## src/rtl/prefix_adder_pipe.sv

```systemverilog
// prefix_adder_pipe: pipelined Sklansky prefix adder/subtractor with valid/ready back-pressure
// Ports: clk, rst_n (async, active low); in_valid/in_ready, x, y, cin, op_sub, sat input beat;
//        out_valid/out_ready, sum, cout, ovf result beat.
// Option: PREFIX_ADDER_SAT_EN adds the sat input and signed saturation of sum.
module prefix_adder_pipe #(
  parameter int WIDTH = 8
) (
  input  logic             clk,
  input  logic             rst_n,
  input  logic             in_valid,
  output logic             in_ready,
  input  logic [WIDTH-1:0] x,
  input  logic [WIDTH-1:0] y,
  input  logic             cin,
  input  logic             op_sub,
`ifdef PREFIX_ADDER_SAT_EN
  input  logic             sat,
`endif
  output logic             out_valid,
  input  logic             out_ready,
  output logic [WIDTH-1:0] sum,
  output logic             cout,
  output logic             ovf
);
  localparam int LEVELS = $clog2(WIDTH);
  if (WIDTH < 2 || WIDTH > 64 || (WIDTH & (WIDTH - 1)) != 0) begin : g_bad_width
    $error("prefix_adder_pipe: WIDTH must be a power of two in 2..64");
  end
  // bank 0 holds the registered pre-stage, bank l+1 the result of prefix level l
  logic [LEVELS:0]            v_q, v_d, c0_q, c0_d;
  logic [LEVELS:0][WIDTH-1:0] p_q, p_d, g_q, g_d, a_q, a_d;
  logic [WIDTH-1:0]           y_m, c;
  logic                       adv, unused_a;
`ifdef PREFIX_ADDER_SAT_EN
  logic [LEVELS:0]            s_q, s_d, xs_q, xs_d;
`endif
  always_comb begin
    y_m = op_sub ? ~y : y;
    v_d = {v_q[LEVELS-1:0], in_valid};
    c0_d = {c0_q[LEVELS-1:0], op_sub | cin};
    p_d = {p_q[LEVELS-1:0], x ^ y_m};
    g_d = {g_q[LEVELS-1:0], x & y_m};
    a_d = {a_q[LEVELS-1:0], x | y_m};
    // carry-in folded into bit 0, so each final group G is the carry into the next bit
    g_d[0][0] = g_d[0][0] | (a_d[0][0] & c0_d[0]);
    // upper half of each 2^(l+1) block absorbs the top bit of its lower half
    for (int l = 0; l < LEVELS; l++)
      for (int i = 0; i < WIDTH; i++)
        if (i[l]) begin
          g_d[l+1][i] = g_q[l][i] | (a_q[l][i] & g_q[l][(i | ((1 << l) - 1)) ^ (1 << l)]);
          a_d[l+1][i] = a_q[l][i] & a_q[l][(i | ((1 << l) - 1)) ^ (1 << l)];
        end
`ifdef PREFIX_ADDER_SAT_EN
    s_d = {s_q[LEVELS-1:0], sat};
    xs_d = {xs_q[LEVELS-1:0], x[WIDTH-1]};
`endif
  end
  always_ff @(posedge clk or negedge rst_n)
    if (!rst_n) begin
      v_q <= '0;
      c0_q <= '0;
      p_q <= '0;
      g_q <= '0;
      a_q <= '0;
`ifdef PREFIX_ADDER_SAT_EN
      s_q <= '0;
      xs_q <= '0;
`endif
    end else if (adv) begin
      v_q <= v_d;
      c0_q <= c0_d;
      p_q <= p_d;
      g_q <= g_d;
      a_q <= a_d;
`ifdef PREFIX_ADDER_SAT_EN
      s_q <= s_d;
      xs_q <= xs_d;
`endif
    end
  assign adv = ~v_q[LEVELS] | out_ready;
  assign in_ready = adv;
  assign out_valid = v_q[LEVELS];
  assign c = {g_q[LEVELS][WIDTH-2:0], c0_q[LEVELS]};
  assign cout = g_q[LEVELS][WIDTH-1];
  assign ovf = c[WIDTH-1] ^ cout;
  assign unused_a = ^a_q[LEVELS];
`ifdef PREFIX_ADDER_SAT_EN
  // on overflow both operands share x's sign, which is the sign of the true result
  assign sum = (s_q[LEVELS] & ovf) ? {xs_q[LEVELS], {(WIDTH-1){~xs_q[LEVELS]}}} : c ^ p_q[LEVELS];
`else
  assign sum = c ^ p_q[LEVELS];
`endif
endmodule
```

## config.mk

```make
export PLATFORM = sky130hd
export DESIGN_NAME = prefix_adder_pipe
export DESIGN_NICKNAME = d
export VERILOG_FILES = /design/src/rtl/prefix_adder_pipe.sv
export SDC_FILE = /design/constraint.sdc
export NUM_CORES = 1
export LEC_CHECK = 0
export CORE_ASPECT_RATIO = 0.7
export CORE_MARGIN = 5
export CORE_UTILIZATION = 55
export DETAILED_ROUTE_END_ITERATION = 7
export GPL_TIMING_DRIVEN = 0
export PLACE_DENSITY_LB_ADDON = 0.1
export SYNTH_ARGS = -nofsm -noshare
export SYNTH_HDL_FRONTEND = slang
export SYNTH_SLANG_ARGS = --single-unit
export TNS_END_PERCENT = 30
```

## constraint.sdc

```tcl
create_clock -name clk -period 2.1 [get_ports clk]
set_input_delay 0.42 -clock clk [delete_from_list [all_inputs] [get_ports clk]]
set_output_delay 0.42 -clock clk [all_outputs]
set_load 0.01 [all_outputs]
```

[Word-level counts from Yosys, hierarchy flattened]
Cells that the tools add are included.
Operators by class
  bitwise gates (word level): 43
  multiplexer cells: 1
Operator list (number)
  AND 1 bit: 21
  XOR 8 bit: 2
  OR 1 bit: 15
  AND 8 bit: 1
  2-to-1 mux 8 bit: 1
  inverter 8 bit: 1
  OR 8 bit: 1
  inverter 1 bit: 1
  XOR 1 bit: 1
Word-level totals
  register bits: 96
  logic and storage cells: 57

[Depth between registers and ports, before layout]
  depth after elaboration: 5
  depth in mapped cells: 7

[Worst setup path before layout]
Ideal clock, no wire load.
  path type: register to output
  start point: register v_q[3]
  end point: output port in_ready
  buffers on the path: 4
  data arrival time: 1.191 ns
  setup slack: 0.489 ns
  stages on the path, launching flop included: 7
  path through: dfrtp_1 buf_4 nor2b_2 buf_6 inv_2 buf_6 buf_2
Between the ends
  longest elaborated chain between the ends: 2
Ends and longest elaborated chain
  start, declared: RTL line 30  | logic [LEVELS:0] v_q, v_d, c0_q, c0_d;
  start signal, assigned: RTL line 70  | v_q <= v_d;
  inverter 1 bit: RTL line 80  | assign adv = ~v_q[LEVELS] | out_ready;
  OR 1 bit: RTL line 80
  end, declared: RTL line 11  | output logic in_ready,
No other way between the ends.

[Worst setup path after layout]
Ends and elaborated chain as after synthesis.

==> summary.md <==
| Metric | Value |
|---|---|
| Outcome | `finished, final reports clean` |
| CP endpoint | `in_ready` |
| Slowest CP cell | `dfrtp_1` |
| Synthesized instance count | `291` |
| R2R Path Start | `v_q[3]$_DFFE_PN0P_` |
| Layout Nets | `373` |
| Actual slew at the worst max-slew pin | `593.5 ps` |
| Vias | `2279` |
| First-pass DRT Iterations | `4` |
| Fmax | `495.8 MHz` |
| Final Hold Violating Endpoints | `0` |
| CP Launch Type | `flop` |
| Fin crit period | `2017 ps` |
| Worst R2R Setup Slack | `130 ps` |
| First-pass GRT wire length | `12740 um` |
| RSZ-0062 raised after global routing | `false` |
| Vias per inst | `5.251` |
| Seq/Total Area, Yosys | `56.44%` |
| ANT cells | `0` |
| Area delta synth->final | `17.15%` |
| Final ANT Viol Nets | `0` |
| Pint | `4.325 mW` |
| Post-synth cell types | `22` |
| Setup ws final | `82.90 ps` |
| Comb pwr share | `35.0%` |
| DRC viols | `0` |
| Root buffer cell | `clkbuf_8` |
| Core area | `6850 um^2` |
| WL/cell | `17.13 um` |
| Fin crit share | `96.05%` |
| Power per Cell Area | `1363 nW/um^2` |
| Port buffer count | `32` |
| Crit path from | `v_q[3]$_DFFE_PN0P_` |
| Global-route usage over all layers | `18.26%` |
| MaxCap Viol Count | `0` |
| Req. time, crit path | `1680 ps` |
| Switching pwr | `1.974 mW` |
| Total CTS buffers | `9` |
| Antenna violations before repair | `0` |
| FP Rows | `25` |
| Register share of total power | `46.4%` |
| Clk network pwr share | `18.6%` |
| Fin area | `4623 um^2` |
| CTS tree | `done` |
| Average cell area after synthesis | `13.56 um^2` |
| Critical path capture point type | `primary output` |
| Total routed wirelength | `7434 um` |
| Post-Syn Area | `3946 um^2` |
| Initial DRC Count | `68` |
| CP cell instances | `buf_6 -> nor2b_2 -> buf_6 -> inv_2 -> buf_12 -> clkdlybuf4s15_2` |
| Final Max Tran Viols | `0` |
| Crit-path most repeated cell | `buf_6` |
| Clock sinks | `89` |
| Skew-Pair Late Insertion Delay | `350 ps` |
| Critical path arrival | `1600 ps` |
| Leak pwr | `2.075 nW` |
| Clk buf depth | `2` |
| Peak supply drop | `0.6761 mV` |
| Slew HR | `60.43%` |
| Seq cells post-synth | `89` |
| Die footprint | `8996 um^2` |
| Gp weighted congestion | `0.7730` |
| Skew final | `12.33 ps` |
| Gr ovfl total | `0` |
| Layout cells sized above 1 | `27.35%` |
| Die H | `80.87 um` |
| DP Area | `4409 um^2` |
| Vias in the first global route | `2496` |
| H-tree lvl count | `3` |
| Worst Hold Class | `input port to asynchronous set/reset pin` |
| DP HPWL | `5192 um` |
| Initial Util | `57.61%` |
| # IOs | `34` |
| Yosys warns | `0` |
| Final setup fails | `0` |
| Crit path max fanout | `9` |
| Post-Syn Nets | `329` |
| Dpl ws | `-748.9 ps` |
| Sw frac | `31.34%` |
| Largest net degree at the start of global routing | `47` |
| Die width | `111.2 um` |
| CP max stage delay | `400 ps` |
| Crit Reg-Reg Endpoint | `p_d[14]$_DFFE_PN0P_` |
| R2R depth | `8` |
| Crit Path Category | `flop to primary output` |
| Reg clk slew, reported paths | `90 ps` |
## layer usage
layer / GRT usage (%) / part of all wire, % / vias up
met5: 0 / 0 / -
met4: 4.010 / 0.87 / 0
met1: 23.97 / 48 / 1147
met3: 5.436 / 4.4 / 7
met2: 30.57 / 47 / 45
li1: - / - / 1080
## final cells by class
class                   instances  area (um^2)
well taps                      94        117.6
fillers                       509         2227
repair buffers                 34        352.8
clock inverters                 6        71.32
clock buffers                  10        127.6
flip-flops and latches         89         2227
multi-input cells             168         1550
inverters                      18        67.56
plain buffers                  15        108.9
## what timing repair did
item                       CTS  global route
hold buffers                 0             0
setup endpoints to repair    1             1
gates resized for setup      6             1
buffers inserted             1             0
## critical path, delay by kind of cell (launching register included)
family | cells | cell delay [ps]
buffers and inverters | 5 | 690
DFF | 1 | 400
and+or+nand+nor | 1 | 150
## flip-flops by register name, indices dropped and copies added, names as in the netlist
register and cells:
g_d 12, p_d 24, a_d 5, g_q 12, c0_q 4, c 7
a_q 12, cout 1, p_q 8, v_q 4
## power by group through the flow
stage | sequential [mW] | combinational, mW | clock, mW
3_3_place_gp | 2.92 | 2.15 | 0
4_1_cts | 2.93 | 2.23 | 1.21
5_1_grt | 3.02 | 2.41 | 1.28
6_report | 2.92 | 2.21 | 1.17
2_1_floorplan | 2.80 | 1.46 | 0
3_5_place_dp | 2.95 | 2.21 | 0
## cell usage in the layout, fill, tap and decap left out, drive strengths merged
master	count
a21oi	20
clkdlybuf4s15	1
mux2	62
nand2	5
dlygate4sd2	1
a31oi	1
clkdlybuf4s50	29
buf	13
xor2	16
ha	16
inv	21
nand2b	1
nor3b	9
dfrtp	89
nor2b	1
clkbuf	15
nor2	1
xnor2	1
bufinv	1
clkinvlp	2
o21ai	17
o21bai	1
nand3b	17
## cells by family after synthesis
| group | Yosys count | share of synthesized area (%) |
|---|---|---|
| flip-flops | 89 | 56.44 |
| AO/OA/AOI/OAI | 39 | 5.041 |
| XOR/XNOR | 17 | 3.773 |
| adder cells (fa/ha/maj) | 16 | 5.073 |
| AND/OR/NAND/NOR | 34 | 5.897 |
| multiplexers | 62 | 19.50 |
| buffers and inverters | 34 | 4.280 |
## worst min path at each step
stage,depth (start not counted),endpoint,from,slack (ps)
final,1,p_d[16]$_DFFE_PN0P_,rst_n,60
after global routing,1,p_d[16]$_DFFE_PN0P_,rst_n,90
after CTS,1,p_d[16]$_DFFE_PN0P_,rst_n,70
after detailed placement,1,c[1]$_DFFE_PN0P_,rst_n,460
after global placement,1,v_q[3]$_DFFE_PN0P_,v_q[2]$_DFFE_PN0P_,460
after floorplan,0,a_d[10]$_DFFE_PN0P_,rst_n,120
## stage by stage
step	hold slack (ps)	instances	TNS (ps)	utilization, %	power, mW
2_1_floorplan	124.4	291	0	-	4.256
3_3_place_gp	458.7	417	-238440	64.00	5.070
3_5_place_dp	456.7	418	-5561	64.37	5.170
4_1_cts	72.22	434	0	67.43	6.363
5_1_grt	94.20	434	0	67.49	6.712
6_report	60.61	434	0	67.49	6.300
## Yosys cell counts, drive strengths merged
cell / instances / share of area, %
nor2: 1 / 0.095
a21oi: 20 / 2.5
nor3b: 9 / 1.7
mux2: 62 / 19
nand2b: 1 / 0.16
o21ai: 17 / 2.2
o21bai: 1 / 0.19
ha: 16 / 5.1
dfrtp: 89 / 56
xor2: 16 / 3.6
clkbuf: 5 / 0.48
buf: 11 / 2.1
xnor2: 1 / 0.22
nand3b: 17 / 3.2
nand2: 5 / 0.48
inv: 18 / 1.7
a31oi: 1 / 0.16
nor2b: 1 / 0.22
Power figures use the tool's default switching activity.
